**src/rtl/vc_fifo_pkg.sv**
```systemverilog
// Shared project constants for the virtual-channel FIFOs and the mux they feed.
// Also holds the operation encoding used by the FIFO control logic.
package vc_fifo_pkg;

    localparam int BITNUMBER_DEF = 5;
    localparam int DEPTH_DEF     = 8;
    localparam int AF_THRESH_DEF = 6;
    localparam int AE_THRESH_DEF = 2;
    localparam int PTR_W_DEF     = $clog2(DEPTH_DEF);

    // Bit 0 is the push and bit 1 is the pop, so the value is {pop, push}.
    typedef enum logic [1:0] {
        OP_IDLE = 2'b00,
        OP_PUSH = 2'b01,
        OP_POP  = 2'b10,
        OP_BOTH = 2'b11
    } fifo_op_e;

    function automatic fifo_op_e decode_op(input logic do_push, input logic do_pop);
        return fifo_op_e'({do_pop, do_push});
    endfunction

endpackage

```
**src/rtl/vc_fifo_if.sv**
```systemverilog
// Handshake and status bundle of one virtual-channel FIFO.
// The producer/consumer side uses master and the FIFO uses slave.
interface vc_fifo_if
    import vc_fifo_pkg::*;
#(
    parameter int BITNUMBER = BITNUMBER_DEF,
    parameter int DEPTH     = DEPTH_DEF
) ();

    logic                     push;
    logic [BITNUMBER-1:0]     data_in;
    logic                     pop;
    logic [BITNUMBER-1:0]     data_out;
    logic                     valid_out;
    logic                     full;
    logic                     empty;
    logic                     almost_full;
    logic                     almost_empty;
    logic                     error;
    logic [$clog2(DEPTH):0]   fifo_count;

    modport master (
        output push, data_in, pop,
        input  data_out, valid_out, full, empty, almost_full, almost_empty, error, fifo_count
    );

    modport slave (
        input  push, data_in, pop,
        output data_out, valid_out, full, empty, almost_full, almost_empty, error, fifo_count
    );

endinterface

```
**src/rtl/vc_fifo_mem.sv**
```systemverilog
// DEPTH x BITNUMBER storage array: registered write, asynchronous read.
// Contents are deliberately left uninitialised by reset.
module fifo_mem
    import vc_fifo_pkg::*;
#(
    parameter int BITNUMBER = BITNUMBER_DEF,
    parameter int DEPTH     = DEPTH_DEF,
    parameter int PTR_W     = $clog2(DEPTH)
) (
    input  logic                 clk,
    input  logic                 we,
    input  logic [PTR_W-1:0]     waddr,
    input  logic [BITNUMBER-1:0] wdata,
    input  logic [PTR_W-1:0]     raddr,
    output logic [BITNUMBER-1:0] rdata
);

    logic [BITNUMBER-1:0] mem [DEPTH];

    always_ff @(posedge clk) begin
        if (we) begin
            mem[waddr] <= wdata;
        end
    end

    assign rdata = mem[raddr];

endmodule

```
**src/rtl/vc_fifo.sv**
```systemverilog
// Virtual-channel FIFO control: pointers, occupancy, sticky error and the
// registered read port that feeds the mux data/valid inputs.
module vc_fifo
    import vc_fifo_pkg::*;
#(
    parameter int BITNUMBER = BITNUMBER_DEF,
    parameter int DEPTH     = DEPTH_DEF,
    parameter int AF_THRESH = AF_THRESH_DEF,
    parameter int AE_THRESH = AE_THRESH_DEF
) (
    input  logic        clk,
    input  logic        reset,
    vc_fifo_if.slave    bus
);

    localparam int PTR_W = $clog2(DEPTH);
    localparam int CNT_W = PTR_W + 1;

    logic [PTR_W-1:0]     wr_ptr;
    logic [PTR_W-1:0]     rd_ptr;
    logic [CNT_W-1:0]     count;
    logic [BITNUMBER-1:0] rd_data;
    logic                 do_push;
    logic                 do_pop;
    logic                 err_now;
    fifo_op_e             op;

    // A pop on a full FIFO frees a slot on the same edge, so a simultaneous push is accepted.
    always_comb begin
        do_pop  = bus.pop && !bus.empty;
        do_push = bus.push && (!bus.full || do_pop);
        err_now = (bus.push && bus.full && !bus.pop) || (bus.pop && bus.empty);
        op      = decode_op(do_push, do_pop);
    end

    fifo_mem #(
        .BITNUMBER (BITNUMBER),
        .DEPTH     (DEPTH),
        .PTR_W     (PTR_W)
    ) u_mem (
        .clk   (clk),
        .we    (do_push),
        .waddr (wr_ptr),
        .wdata (bus.data_in),
        .raddr (rd_ptr),
        .rdata (rd_data)
    );

    always_ff @(posedge clk or negedge reset) begin
        if (!reset) begin
            wr_ptr        <= '0;
            rd_ptr        <= '0;
            count         <= '0;
            bus.data_out  <= '0;
            bus.valid_out <= 1'b0;
            bus.error     <= 1'b0;
        end else begin
            bus.valid_out <= do_pop;
            if (do_pop) begin
                bus.data_out <= rd_data;
                rd_ptr       <= rd_ptr + PTR_W'(1);
            end
            if (do_push) begin
                wr_ptr <= wr_ptr + PTR_W'(1);
            end
            if (err_now) begin
                bus.error <= 1'b1;
            end
            case (op)
                OP_PUSH: count <= count + CNT_W'(1);
                OP_POP:  count <= count - CNT_W'(1);
                default: count <= count;
            endcase
        end
    end

    always_comb begin
        bus.fifo_count   = count;
        bus.full         = (count == CNT_W'(DEPTH));
        bus.empty        = (count == '0);
        bus.almost_full  = (count >= CNT_W'(AF_THRESH));
        bus.almost_empty = (count <= CNT_W'(AE_THRESH));
    end

endmodule

```
**src/flat_wrapper.sv**
```systemverilog
// flat-port wrapper written by rule: the top's interface ports become plain ports
module vc_fifo_flat import vc_fifo_pkg::*;
#(
    parameter int BITNUMBER = BITNUMBER_DEF,
    parameter int DEPTH     = DEPTH_DEF,
    parameter int AF_THRESH = AF_THRESH_DEF,
    parameter int AE_THRESH = AE_THRESH_DEF
)
  (clk, reset, bus_push, bus_data_in, bus_pop, bus_data_out, bus_valid_out, bus_full, bus_empty, bus_almost_full, bus_almost_empty, bus_error, bus_fifo_count);
  vc_fifo_if #(.BITNUMBER(BITNUMBER), .DEPTH(DEPTH)) bus_i ();
  input  logic clk;
  input  logic reset;
  input wire logic [$bits(bus_i.push)-1:0] bus_push;
  input wire logic [$bits(bus_i.data_in)-1:0] bus_data_in;
  input wire logic [$bits(bus_i.pop)-1:0] bus_pop;
  output wire logic [$bits(bus_i.data_out)-1:0] bus_data_out;
  output wire logic [$bits(bus_i.valid_out)-1:0] bus_valid_out;
  output wire logic [$bits(bus_i.full)-1:0] bus_full;
  output wire logic [$bits(bus_i.empty)-1:0] bus_empty;
  output wire logic [$bits(bus_i.almost_full)-1:0] bus_almost_full;
  output wire logic [$bits(bus_i.almost_empty)-1:0] bus_almost_empty;
  output wire logic [$bits(bus_i.error)-1:0] bus_error;
  output wire logic [$bits(bus_i.fifo_count)-1:0] bus_fifo_count;
  assign bus_i.push = bus_push;
  assign bus_i.data_in = bus_data_in;
  assign bus_i.pop = bus_pop;
  assign bus_data_out = bus_i.data_out;
  assign bus_valid_out = bus_i.valid_out;
  assign bus_full = bus_i.full;
  assign bus_empty = bus_i.empty;
  assign bus_almost_full = bus_i.almost_full;
  assign bus_almost_empty = bus_i.almost_empty;
  assign bus_error = bus_i.error;
  assign bus_fifo_count = bus_i.fifo_count;
  vc_fifo #(.BITNUMBER(BITNUMBER), .DEPTH(DEPTH), .AF_THRESH(AF_THRESH), .AE_THRESH(AE_THRESH)) u_core (.clk(clk), .reset(reset), .bus(bus_i));
endmodule
```
**config.mk**
```make
export PLATFORM = sky130hd
export DESIGN_NAME = vc_fifo_flat
export DESIGN_NICKNAME = d
export VERILOG_FILES = /design/src/rtl/vc_fifo_pkg.sv /design/src/rtl/vc_fifo_if.sv /design/src/rtl/vc_fifo_mem.sv /design/src/rtl/vc_fifo.sv /design/src/flat_wrapper.sv
export SDC_FILE = /design/constraint.sdc
export NUM_CORES = 1
export LEC_CHECK = 0
export CAP_MARGIN = 20
export CORE_MARGIN = 5
export CORE_UTILIZATION = 47
export DETAILED_ROUTE_END_ITERATION = 10
export PLACE_DENSITY = 0.68
export SLEW_MARGIN = 15
export SYNTH_ARGS = -nofsm -noshare
export SYNTH_HDL_FRONTEND = slang
export SYNTH_SLANG_ARGS = --single-unit
```
**constraint.sdc**
```tcl
create_clock -name clk -period 5.8 [get_ports clk]
set_input_delay 1.16 -clock clk [delete_from_list [all_inputs] [get_ports clk]]
set_output_delay 1.16 -clock clk [all_outputs]
set_load 0.02 [all_outputs]
```
### Word-level counts from Yosys, hierarchy flattened

Memories as Yosys holds them, arrays and structs flattened. A register that Yosys moved wholly into a read port is not among the register bits.
Cells that the tools add are included.

| word-level totals | value |
|---|---|
| register bits after elaboration | 12 |
| bits in writable memories | 40 |
| input bits | 9 |
| output and inout bits | 15 |
| word-level logic and storage cells | 31 |
| memories kept | 1 |

Memories:

| name | depth | bits a word | rd ports | clocked after memory_dff | write ports | RTL line | source |
|---|---|---|---|---|---|---|---|
| u_core.u_mem.mem | 8 | 5 | 1 | 1 | 1 | vc_fifo_mem.sv:18 | `logic [BITNUMBER-1:0] mem [DEPTH];` |

| operators by class | value |
|---|---|
| $add $sub $neg | 4 |
| magnitude comparators | 2 |
| equal/unequal tests | 3 |
| multiplexer cells | 3 |
| reduce and logical (&&, ||, !) cells | 13 |

Operators with widths:

| cell | number |
|---|---|
| 4-bit case mux with 2 select lines | 1 |
| 3-bit by 1-bit adder with 3-bit output, second input constant | 2 |
| 1-bit logical AND | 5 |
| 4-bit by 1-bit adder with 4-bit output, second input constant | 1 |
| 4-bit == test, second input constant | 1 |
| 4-bit by 3-bit >= comparator with 1-bit output, second input constant | 1 |
| 4-bit by 2-bit less-or-equal comparator with 1-bit output, second input constant | 1 |
| 1-bit logical NOT | 4 |
| 4-bit logical NOT | 1 |
| 4-bit by 1-bit subtractor with 4-bit output, second input constant | 1 |
| 2-bit by 1-bit == test with 1-bit output, second input constant | 1 |
| 2-bit == test, second input constant | 1 |
| 1-bit logical OR | 2 |
| 1-bit two-way mux | 2 |
| 2-bit nonzero test | 1 |

### Depth between registers and ports, before layout

Gate-level depths: netlist of the first run.

| logic depth | value |
|---|---|
| depth after elaboration | 7 |
| mapped depth | 11 |
| depth with buffers taken out | 10 |

### Hierarchy

From an unflattened synthesis of the first run, not the netlist that was laid out.

| second synthesis, totals | value |
|---|---|
| cell total of the unflattened synthesis | 162 |
| area, all modules | 2546.2 um2 |

Modules (own cells, without submodules):

| module | times used | cells an instance | area an instance (um2) | seq. area each (um2) |
|---|---|---|---|---|
| fifo_mem | 1 | 70 | 1594.0 | 1201.2 |
| vc_fifo | 1 | 92 | 952.2 | 425.4 |

### Worst setup path before layout of the first run

Ideal clock, no wire load.

| path | value |
|---|---|
| kind | input-to-reg |
| start | input port bus_pop |
| end | register u_core.count[2] (netlist: u_core.bus.fifo_count[2]) |
| library setup time | 0.133 ns |
| data arrival time | 2.602 ns |
| required time | 5.667 ns |
| slack | 3.066 ns |
| cell stages on the path | 10 |
| path buffers | 0 |
| path through | nor2b_1 a21boi_2 inv_1 ha_1 xor2_1 ha_1 a21oi_1 xor2_1 nor2_1 xor2_1 |

| on the way | value |
|---|---|
| word-level cells in the longest chain between the ends | 5 |
| elaborated cells between the ends (all ways) | 7 |
| those cells by class | 2 x eq/ne; 1 x mux; 4 x reduce/logical |

Ends and longest elaborated chain:

| what | RTL line | source |
|---|---|---|
| from (decl) | flat_wrapper.sv:15 | `input wire logic [$bits(bus_i.pop)-1:0] bus_pop;` |
| 1-bit logical AND (*) | vc_fifo.sv:30 | `do_pop = bus.pop && !bus.empty;` |
| 1-bit logical OR | vc_fifo.sv:31 | `do_push = bus.push && (!bus.full \|\| do_pop);` |
| 1-bit logical AND | vc_fifo.sv:31 |  |
| 2-bit == test or 2-bit by 1-bit == test with 1-bit output (tied branches) | vc_fifo.sv:69 | `case (op)` |
| 4-bit case mux with 2 select lines or 2-bit nonzero test (tied branches) | -- |  |
| to (signal assigned) | vc_fifo.sv:70 | `OP_PUSH: count <= count + CNT_W'(1);` |
| to (signal assigned) | vc_fifo.sv:71 | `OP_POP: count <= count - CNT_W'(1);` |
| to (signal assigned) | vc_fifo.sv:72 | `default: count <= count;` |
| to (decl) | vc_fifo.sv:21 | `logic [CNT_W-1:0] count;` |

Every way passes the cells marked *; elsewhere a longest branch is shown, timed or not.
A chain may end at the register's enable or synchronous reset.

### Worst setup path after layout of the first run

Same ends and word-level chain as after synthesis.

==> results of run 1 <==
-- how the worst min path moves through the flow --
stage / cells past startpoint / from / to / slack, ns
detailed placement: 1 / u_core.bus.error$_DFFE_PN0P_ / u_core.bus.error$_DFFE_PN0P_ / 0.47
global placement: 1 / u_core.bus.error$_DFFE_PN0P_ / u_core.bus.error$_DFFE_PN0P_ / 0.46
CTS: 1 / u_core.bus.error$_DFFE_PN0P_ / u_core.bus.error$_DFFE_PN0P_ / 0.49
finish: 2 / u_core.bus.data_out[0]$_DFFE_PN0P_ / u_core.bus.data_out[0]$_DFFE_PN0P_ / 0.49
floorplan: 1 / u_core.rd_ptr[2]$_DFFE_PN0P_ / u_core.rd_ptr[2]$_DFFE_PN0P_ / 0.51
global route: 1 / u_core.bus.error$_DFFE_PN0P_ / u_core.bus.error$_DFFE_PN0P_ / 0.52
-- worst max-delay path, delay by kind of cell --
kind / cells / cell delay, ns
buffers and inverters: 2 / 0.71
xor gates and xnor gates: 3 / 0.46
and+or+nand+nor: 2 / 0.17
adders and majority gates: 2 / 0.47
AOI/OAI and AO/OA: 2 / 0.41
-- sequential cells by signal, summed over array words and instances (netlist names) --
register,flops
u_core.rd_ptr,3
u_core.bus.valid_out,1
u_core.wr_ptr,3
u_core.u_mem.mem,40
u_core.bus.data_out,5
u_core.bus.fifo_count,4
u_core.bus.error,1
-- kinds of logic (layout without fill, tap and decap cells) --
logic type	after synthesis	after routing	share of synthesized area, %
flops	57	57	66.63
simple gates	37	37	7.637
compound gates	25	25	7.638
mux	22	22	9.636
xor+xnor	9	9	3.229
buf+inv	8	41	2.664
fa+ha+maj	5	5	2.563
-- cells in the final DEF (no fill, tap or decap), types with 2 or more instances in the layout --
cell type,instances
a221o_1,5
a21oi_1,3
clkinvlp_4,2
clkdlybuf4s50_1,23
dfrtp_1,17
o21ai_1,5
nor3_1,5
nor2b_1,3
nand2_1,13
nor2_1,6
mux2_2,12
mux2i_1,10
xnor2_1,4
nor3b_1,2
nand2b_1,4
o22ai_1,5
edfxtp_1,40
clkbuf_8,10
clkbuf_16,2
xor2_1,5
ha_1,5
-- per-stage QoR --
stage	cells	util [%]	setup slack, ns
final	266	57.40	2.607
after CTS	266	57.40	2.595
after floorplan	163	-	3.066
after detailed placement	250	53.23	2.269
after global placement	250	53.23	2.362
after global routing	266	57.40	2.525
-- per-layer routing --
metal  vias up  global-route usage [%]
met3         7                   5.263
met5         -                       0
met1       673                   18.92
li1        669                       -
met2        31                   22.70
met4         0                   8.472
-- cell type report --
type / count / area, µm² / area share, %
Sequential cell: 57 / 1627 / 55.84
Tap cell: 70 / 87.58 / 3.007
Timing Repair Buffer: 23 / 230.2 / 7.904
Clock buffer: 13 / 191.4 / 6.572
Clock inverter: 3 / 20.02 / 0.6873
Multi-Input combinational cell: 98 / 749.5 / 25.73
Inverter: 2 / 7.507 / 0.2577
-- power groups by stage --
stage / sequential, mW / combinational, mW / clock [mW]
5_1_grt: 0.682 / 0.555 / 0.399
3_3_place_gp: 0.663 / 0.496 / 0
6_report: 0.665 / 0.507 / 0.370
4_1_cts: 0.665 / 0.516 / 0.382
3_5_place_dp: 0.673 / 0.514 / 0
2_1_floorplan: 0.648 / 0.368 / 0
==> metrics.md, run 1 <==
| Metric | Value |
|---|---|
| Core area | `0.005075 mm²` |
| Post-CTS Setup Inserts | `0` |
| LEAKAGE | `1.061 nW` |
| Crit path time final | `3.193 ns` |
| Setup Crit Path Kind | `input pin to flop` |
| Worst-Skew Late Latency | `0.33 ns` |
| Slew headroom | `28.91%` |
| Crit-path most repeated cell | `xor2_1` |
| Sw frac | `33.88%` |
| Post-DP Area | `0.002701 mm²` |
| Pre-Repair DR Iteration Count | `5` |
| Overflow after GRT | `0` |
| CP arrival | `3.39 ns` |
| Synth warn | `0` |
| Power Internal | `1.020 mW` |
| Routed vias | `1380` |
| Initial antenna violation count | `0` |
| Final instance area | `0.002913 mm²` |
| Crit-path cells | `clkdlybuf4s50_1, nor2b_1, a21boi_2, inv_1, ha_1, xor2_1, ha_1, a21oi_1, xor2_1, nor2_1, xor2_1` |
| Chip Width | `82.07 µm` |
| Crit path to | `u_core.bus.fifo_count[2]$_DFFE_PN0P_` |
| Gate Count Post-Synth | `163` |
| Largest cells by area after synthesis | `edfxtp_1 49%, dfrtp_1 17%, mux2_2 5.5%` |
| Final #Nets | `205` |
| Net Sw Power | `522.4 µW` |
| Final Setup Violations | `0` |
| Worst R2R Start | `u_core.bus.fifo_count[1]$_DFFE_PN0P_` |
| DRC | `0` |
| Clock tree buffer depth | `2` |
| Layout cell share with drive strength beyond 1 | `15.82%` |
| Flop pwr share | `43.1%` |
| Pwr/cell area | `529.5 mW/mm²` |
| Final Cycle Share | `55.05%` |
| DRT met1 WL | `1.926 mm` |
| Yosys reg bits | `57` |
| Commonest cells in the netlist | `40 x edfxtp_1, 17 x dfrtp_1, 13 x nand2_1` |
| Startpoint Class | `input pin` |
| Worst slack on hold paths | `0.4894 ns` |
| Routed Wire Length | `4.343 mm` |
| Max FO, Critical Path | `6` |
| Post-route ant nets | `0` |
| Area share of the largest cell type after synthesis | `49.21%` |
| Final Hold Viols | `0` |
| PostCTS Resize Cnt | `0` |
| Status | `finished clean` |
| Clk slew on worst S/H paths | `0.06 ns` |
| Port bufs | `23` |
| FF-to-FF End | `u_core.bus.fifo_count[2]$_DFFE_PN0P_` |
| DIE AREA | `0.006735 mm²` |
| Reg2reg path depth | `10` |
| IO Count | `24` |
| Register area share after synthesis | `66.63%` |
| Final Power | `1.542 mW` |
| Worst setup EP type | `flop` |
| Share of flip-flops with an asynchronous set or reset | `29.82%` |
| Fin Setup TNS | `0 ns` |
| Hpwl dp | `3.100 mm` |
| Largest area contributor in the netlist | `edfxtp_1` |
| FP Rows | `26` |
| Commonest register cell after synthesis | `edfxtp_1` |
| First-pass GRT wire length | `7.113 mm` |
| CP required | `6.00 ns` |
| Worst Skew | `0.006605 ns` |
| Critical Path Source | `bus_pop` |
| Clock root cell | `clkbuf_8` |
| Max incr delay on CP | `0.55 ns` |
| Fillers | `427` |
| Largest net degree at the start of global routing | `23` |
| H-tree levels | `3` |
| Syn_nets | `177` |
| Maxcap violations | `0` |
| Clk pwr share | `24.0%` |
| Worst hold-check path type | `flop to flop` |
| Area Overhead vs Synth | `19.32%` |
| Die Ht | `82.07 µm` |
| GP Congestion | `0.7417` |
| Starting density of the core | `48.10%` |
| Routed WL per cell | `16.33 µm` |
| Num CTS Buffers | `9` |
| Synth cell types | `34` |
| Mean Syn Cell Area | `14.98 µm²` |
| Cell area after synthesis | `0.002441 mm²` |
| Initial DRC count | `58` |
| Comb power frac | `32.9%` |
| TritonCTS Sinks | `57` |
| Highest metal used | `met4` |
| Metal2 WL | `2.120 mm` |
| Vias in the first global route | `1437` |
| Pins over their slew limit | `0` |
| # hold bufs at CTS | `0` |
| Worst vdd ir | `0.0002518 V` |
| ANT cells | `0` |
| Critical-path top delay cell | `clkdlybuf4s50_1` |
| Met3 WL | `235 µm` |
| Maximum clock frequency | `0.3132 GHz` |
| Flop-to-flop setup slack | `3.11 ns` |
| CTS tree | `done` |
| GRT Util Overall | `15.09%` |
| RSZ-0062 raised after global routing | `false` |
| Number of synthesized flops with an enable pin | `40` |
| Vias/cell | `5.188` |
| Worst slew pin tran | `1.066 ns` |
| Most common cell in the netlist | `edfxtp_1` |
Note: power is estimated with default switching activity, not from simulation.
==> run 2, diff against run 1 <==
==> constraint.sdc (replaced) <==
create_clock -name clk -period 3.1 [get_ports clk]
set_input_delay 0.62 -clock clk [delete_from_list [all_inputs] [get_ports clk]]
set_output_delay 0.62 -clock clk [all_outputs]
set_load 0.02 [all_outputs]
==> metrics.md, run 2 (synthesized netlist as in run 1, its figures left out) <==
| Metric | Value |
|---|---|
| CP arrival | `2.85 ns (was 3.39 ns)` |
| PostCTS Resize Cnt | `0 (unchanged)` |
| Area Overhead vs Synth | `21.78% (was 19.32%)` |
| Largest net degree at the start of global routing | `18 (was 23)` |
| Worst vdd ir | `0.0003632 V (was 0.0002518 V)` |
| Routed Wire Length | `4.115 mm (was 4.343 mm)` |
| RSZ-0062 raised after global routing | `false (unchanged)` |
| Crit path time final | `2.644 ns` |
| # hold bufs at CTS | `0 (unchanged)` |
| Num CTS Buffers | `9 (unchanged)` |
| Post-CTS Setup Inserts | `0 (unchanged)` |
| Routed vias | `1386 (was 1380)` |
| Die Ht | `82.07 µm (unchanged)` |
| GRT Util Overall | `14.49% (was 15.09%)` |
| Initial DRC count | `57 (was 58)` |
| Clk slew on worst S/H paths | `0.06 ns (about the same)` |
| Chip Width | `82.07 µm (unchanged)` |
| Worst slew pin tran | `0.8077 ns (was 1.066 ns)` |
| Final Hold Viols | `0 (unchanged)` |
| Post-DP Area | `0.002754 mm² (was 0.002701 mm²)` |
| Max FO, Critical Path | `13 (was 6)` |
| Hpwl dp | `2.942 mm (was 3.100 mm)` |
| Worst Skew | `0.005950 ns (was 0.006605 ns)` |
| Vias/cell | `5.077 (was 5.188)` |
| Fin Setup TNS | `0 ns (unchanged)` |
| DRC | `0 (unchanged)` |
| Pwr/cell area | `991.4 mW/mm² (was 529.5 mW/mm²)` |
| Layout cell share with drive strength beyond 1 | `18.72% (was 15.82%)` |
| Final #Nets | `212 (was 205)` |
| Worst setup EP type | `flop (unchanged)` |
| Clock tree buffer depth | `2 (unchanged)` |
| Initial antenna violation count | `0 (unchanged)` |
| DIE AREA | `0.006735 mm² (unchanged)` |
| GR peak layer | `met2 (unchanged)` |
| Most common cell after layout, fill and taps aside | `edfxtp_1 (unchanged)` |
| Worst-Skew Late Latency | `0.33 ns (about the same)` |
| Startpoint Class | `flop (was input pin)` |
| Post-route ant nets | `0 (unchanged)` |
| Starting density of the core | `48.10% (unchanged)` |
| IO Count | `24 (unchanged)` |
| Pre-Repair DR Iteration Count | `5 (unchanged)` |
| Most frequent cells in the layout | `40 x edfxtp_1, 23 x clkdlybuf4s50_1, 17 x dfrtp_1, 13 x nand2_1, 12 x mux2_2 (unchanged)` |
| Vias in the first global route | `1422 (was 1437)` |
| CTS tree | `done (unchanged)` |
| Overflow after GRT | `0 (unchanged)` |
| Routed WL per cell | `15.07 µm (was 16.33 µm)` |
| Setup Crit Path Kind | `flop to flop (was input pin to flop)` |
| FP Rows | `26 (unchanged)` |
| Maxcap violations | `0 (unchanged)` |
| ANT cells | `0 (unchanged)` |
| Clock root cell | `clkbuf_8 (unchanged)` |
| GP Congestion | `0.7248 (was 0.7417)` |
| First-pass GRT wire length | `6.782 mm (was 7.113 mm)` |
| Pins over their slew limit | `0 (unchanged)` |
| CP required | `3.30 ns (was 6.00 ns)` |
| Slew headroom | `46.15% (was 28.91%)` |
| Maximum clock frequency | `0.3783 GHz` |
| H-tree levels | `3 (unchanged)` |
| LEAKAGE | `1.105 nW (was 1.061 nW)` |
| Worst hold-check path type | `flop to flop (unchanged)` |
| Core area | `0.005075 mm² (unchanged)` |
| Port bufs | `23 (unchanged)` |
| M1 GR Usage | `18.14% (was 18.92%)` |
| Final Power | `2.947 mW (was 1.542 mW)` |
| Status | `finished clean (unchanged)` |
| TritonCTS Sinks | `57 (unchanged)` |
| Non-filler cells, final | `273 (was 266)` |
| Final Cycle Share | `85.28%` |
| Largest Register | `u_core.u_mem.mem (unchanged)` |
| Placed Cells | `257 (was 250)` |
| Final instance area | `0.002973 mm² (was 0.002913 mm²)` |
| M3 GR Usage | `5.592% (was 5.263%)` |
| Final Setup Violations | `0 (unchanged)` |
| Met2 GRT Util | `21.49% (was 22.70%)` |
| Max FFs per register | `40 (unchanged)` |
[run 2: cell types whose count changed in the layout (fill, tap and decap cells not counted), sizes merged]
cell	previous run	this run
buf	0	7
clkbuf	13	10
clkinv	1	3
clkinvlp	2	1
bufinv	0	2
[run 2: path summary, 6_finish.rpt]
check | cells past startpoint | to | slack, ns | startpoint
worst max-delay path | 10 | u_core.bus.fifo_count[2]$_DFFE_PN0P_ | 0.46 | u_core.bus.fifo_count[1]$_DFFE_PN0P_
worst min-delay path | 2 | u_core.bus.data_out[0]$_DFFE_PN0P_ | 0.49 | u_core.bus.data_out[0]$_DFFE_PN0P_
worst max register to register | 10 | u_core.bus.fifo_count[2]$_DFFE_PN0P_ | 0.46 | u_core.bus.fifo_count[1]$_DFFE_PN0P_
worst min register to register | 2 | u_core.bus.data_out[0]$_DFFE_PN0P_ | 0.49 | u_core.bus.data_out[0]$_DFFE_PN0P_
max in group asynchronous | 1 | u_core.bus.fifo_count[0]$_DFFE_PN0P_ | 1.90 | reset
min in group asynchronous | 1 | u_core.bus.fifo_count[3]$_DFFE_PN0P_ | 0.73 | reset
[run 2: routing by layer]
metal,up-vias,share of wire [%]
li1,681,-
met1,660,45
met2,39,48
met3,6,5.6
met4,0,1.5
met5,-,0
[run 2: layout make-up]
class,count,area (µm²)
clock buffers,10,137.6
clock inverters,6,81.33
fillers,424,2102
inverters,2,7.507
multi-input cells,98,749.5
flip-flops and latches,57,1627
well taps,70,87.58
repair buffers,30,282.8
[run 2: worst max-delay path, cell delays in order, from the launching register on]
cell	delay, ns
dfrtp_1	0.49
or3_4	0.46
o21ai_4	0.31
inv_2	0.12
ha_1	0.29
xor2_1	0.17
ha_1	0.19
a21oi_1	0.14
xor2_1	0.15
nor2_1	0.06
xor2_1	0.14
[run 2: metrics by stage]
| step | setup WS, ns | hold slack (ns) | utilization (%) |
|---|---|---|---|
| after floorplan | 0.6678 | 0.3244 | - |
| after global placement | 0.3586 | 0.4601 | 54.27 |
| after detailed placement | 0.2902 | 0.4777 | 54.27 |
| after CTS | 0.4500 | 0.4919 | 58.58 |
| after global routing | 0.2891 | 0.5069 | 58.58 |
| final | 0.4563 | 0.4852 | 58.58 |
[run 2: power by group]
group / switching, mW / total (mW) / internal [mW]
registers: 0.215 / 1.22 / 1.01
logic: 0.468 / 0.980 / 0.512
clock network: 0.276 / 0.744 / 0.468
==> run 3, diff against run 2 <==
--- a/config.mk
+++ b/config.mk
@@ -10,6 +10,7 @@
 export CORE_UTILIZATION = 47
 export DETAILED_ROUTE_END_ITERATION = 10
 export PLACE_DENSITY = 0.68
+export RECOVER_POWER = 50
 export SLEW_MARGIN = 15
 export SYNTH_ARGS = -nofsm -noshare
 export SYNTH_HDL_FRONTEND = slang
==> metrics.md, run 3 (synthesized netlist as in run 1, its figures left out) <==
| Metric | Value |
|---|---|
| Critical Path Source | `u_core.bus.fifo_count[1]$_DFFE_PN0P_ (unchanged)` |
| Worst slew pin tran | `0.8051 ns (was 0.8077 ns)` |
| Pins over their slew limit | `0 (unchanged)` |
| Clock tree buffer depth | `2 (unchanged)` |
| LEAKAGE | `1.102 nW (was 1.105 nW)` |
| Worst vdd ir | `0.0003634 V (was 0.0003632 V)` |
| CP arrival | `2.96 ns (was 2.85 ns)` |
| Register area | `0.001627 mm² (unchanged)` |
| Fin Setup TNS | `0 ns (unchanged)` |
| Setup ws final | `0.3427 ns (was 0.4563 ns)` |
| Startpoint Class | `flop (unchanged)` |
| IO Count | `24 (unchanged)` |
| CP required | `3.31 ns (was 3.30 ns)` |
| Max FO, Critical Path | `13 (unchanged)` |
| Pwr/cell area | `991.4 mW/mm² (about the same)` |
| Fillers | `425 (was 424)` |
| PostCTS Resize Cnt | `0 (unchanged)` |
| Crit path time final | `2.757 ns (was 2.644 ns)` |
| Routed Wire Length | `4.110 mm (was 4.115 mm)` |
| Num CTS Buffers | `9 (unchanged)` |
| Pre-Repair DR Iteration Count | `5 (unchanged)` |
| ANT cells | `0 (unchanged)` |
| Area Overhead vs Synth | `21.27% (was 21.78%)` |
| Starting density of the core | `48.10% (unchanged)` |
| Core area | `0.005075 mm² (unchanged)` |
| Final Setup Violations | `0 (unchanged)` |
| Most frequent cells in the layout | `40 x edfxtp_1, 17 x dfrtp_1, 16 x clkdlybuf4s50_1, 13 x nand2_1, 12 x mux2_2 (was 40 x edfxtp_1, 23 x clkdlybuf4s50_1, 17 x dfrtp_1, 13 x nand2_1, 12 x mux2_2)` |
| DRT met1 WL | `1.835 mm (was 1.842 mm)` |
| Most common cell after layout, fill and taps aside | `edfxtp_1 (unchanged)` |
| Initial DRC count | `55 (was 57)` |
| Worst R2R Start | `u_core.bus.fifo_count[1]$_DFFE_PN0P_ (unchanged)` |
| Multi-input gate area | `740.7 µm² (was 749.5 µm²)` |
| Chip Width | `82.07 µm (unchanged)` |
| GRT Util Overall | `14.49% (unchanged)` |
| Max FFs per register | `40 (unchanged)` |
| Status | `finished clean (unchanged)` |
| Final #Nets | `212 (unchanged)` |
| Overflow after GRT | `0 (unchanged)` |
| Final Hold Viols | `0 (unchanged)` |
| Setup Crit Path Kind | `flop to flop (unchanged)` |
| DRC | `0 (unchanged)` |
| Worst slack on hold paths | `0.4852 ns (about the same)` |
| Post-route ant nets | `0 (unchanged)` |
| Largest net degree at the start of global routing | `18 (unchanged)` |
| Crit path to | `u_core.bus.fifo_count[2]$_DFFE_PN0P_ (unchanged)` |
| Min-Delay Startpoint | `u_core.bus.data_out[0]$_DFFE_PN0P_ (unchanged)` |
| Final instance area | `0.002960 mm² (was 0.002973 mm²)` |
| Port bufs | `23 (unchanged)` |
| Worst-Skew Late Latency | `0.33 ns (about the same)` |
| FF-to-FF End | `u_core.bus.fifo_count[2]$_DFFE_PN0P_ (unchanged)` |
| DIE AREA | `0.006735 mm² (unchanged)` |
| Largest Register | `u_core.u_mem.mem (unchanged)` |
| GP Congestion | `0.7248 (unchanged)` |
| Layout cell share with drive strength beyond 1 | `16.75% (was 18.72%)` |
| Worst setup EP type | `flop (unchanged)` |
| Vias in the first global route | `1422 (unchanged)` |
| Reg2reg path depth | `10 (unchanged)` |
| Final Cycle Share | `88.95% (was 85.28%)` |
| H-tree levels | `3 (unchanged)` |
| Post-CTS Setup Inserts | `0 (unchanged)` |
| First-pass GRT wire length | `6.782 mm (unchanged)` |
| Worst Skew | `0.005916 ns (was 0.005950 ns)` |
| Initial antenna violation count | `0 (unchanged)` |
| Worst hold-check path type | `flop to flop (unchanged)` |
| Maxcap violations | `0 (unchanged)` |
| CTS tree | `done (unchanged)` |
| Maximum clock frequency | `0.3627 GHz (was 0.3783 GHz)` |
| FP Rows | `26 (unchanged)` |
| Vias/cell | `5.106 (was 5.077)` |
| DP Worst Slack | `0.2902 ns (unchanged)` |
| Met3 WL | `245 µm (was 231 µm)` |
| Metal2 WL | `1.940 mm (was 1.979 mm)` |
| # hold bufs at CTS | `0 (unchanged)` |
| Slew headroom | `46.32% (was 46.15%)` |
| Flop-to-flop setup slack | `0.34 ns (was 0.46 ns)` |
| RSZ-0062 raised after global routing | `false (unchanged)` |
| TritonCTS Sinks | `57 (unchanged)` |
| Routed vias | `1394 (was 1386)` |
| Highest metal used | `met4 (unchanged)` |
| Post-DP Area | `0.002754 mm² (unchanged)` |
| Clk slew on worst S/H paths | `0.06 ns (about the same)` |
| Routed WL per cell | `15.05 µm (was 15.07 µm)` |
| Die Ht | `82.07 µm (unchanged)` |
| Hpwl dp | `2.942 mm (unchanged)` |
| Clock root cell | `clkbuf_8 (unchanged)` |
-- run 3: changes by cell type in the layout (fill, tap and decap cells not counted), sizes merged --
cell / change
clkdlybuf4s50: -7
buf: -1
clkbuf: +1
dlygate4sd3: +7
-- run 3: critical path, stage by stage, from the launching register on --
cell     delay [ns]
dfrtp_1        0.49
or3_1          0.49
o21ai_4        0.32
inv_1          0.18
ha_1           0.31
xor2_1         0.17
ha_1           0.18
a21oi_1        0.14
xor2_1         0.15
nor2_1         0.06
xor2_1         0.14
-- run 3: worst min-delay path by stage --
stage / to / slack [ns] / depth (start not counted)
2_1_floorplan: u_core.bus.data_out[0]$_DFFE_PN0P_ / 0.32 / 0
3_3_place_gp: u_core.bus.error$_DFFE_PN0P_ / 0.46 / 1
3_5_place_dp: u_core.bus.data_out[0]$_DFFE_PN0P_ / 0.48 / 2
4_1_cts: u_core.bus.data_out[0]$_DFFE_PN0P_ / 0.49 / 2
5_1_grt: u_core.bus.data_out[0]$_DFFE_PN0P_ / 0.51 / 2
6_report: u_core.bus.data_out[0]$_DFFE_PN0P_ / 0.49 / 2
-- run 3: layout make-up --
class                           count  share of cell area (%)
Clock buffer                       10                   4.649
Clock inverter                      6                   2.747
Inverter                            2                  0.2536
Multi-Input combinational cell     98                   25.02
Sequential cell                    57                   54.95
Tap cell                           70                   2.959
Timing Repair Buffer               30                   9.425
-- run 3: metrics by stage --
stage	instances	power [mW]	utilization, %
5_1_grt	273	3.130	58.33
4_1_cts	273	2.982	58.58
2_1_floorplan	163	1.901	-
3_5_place_dp	257	2.229	54.27
3_3_place_gp	257	2.193	54.27
6_report	273	2.935	58.33
-- run 3: layer usage --
| metal | track usage, % | up-vias |
|---|---|---|
| li1 | - | 682 |
| met5 | 0 | - |
| met4 | 7.973 | 0 |
| met3 | 5.592 | 11 |
| met2 | 21.49 | 35 |
| met1 | 18.14 | 666 |
-- run 3: power breakdown --
| part | total [mW] | internal (mW) | switching (mW) | leakage (nW) |
|---|---|---|---|---|
| logic | 0.969 | 0.504 | 0.465 | 0.431 |
| clock network | 0.744 | 0.468 | 0.276 | 0.110 |
| registers | 1.22 | 1.01 | 0.214 | 0.562 |
| total | 2.93 | 1.98 | 0.955 | 1.10 |
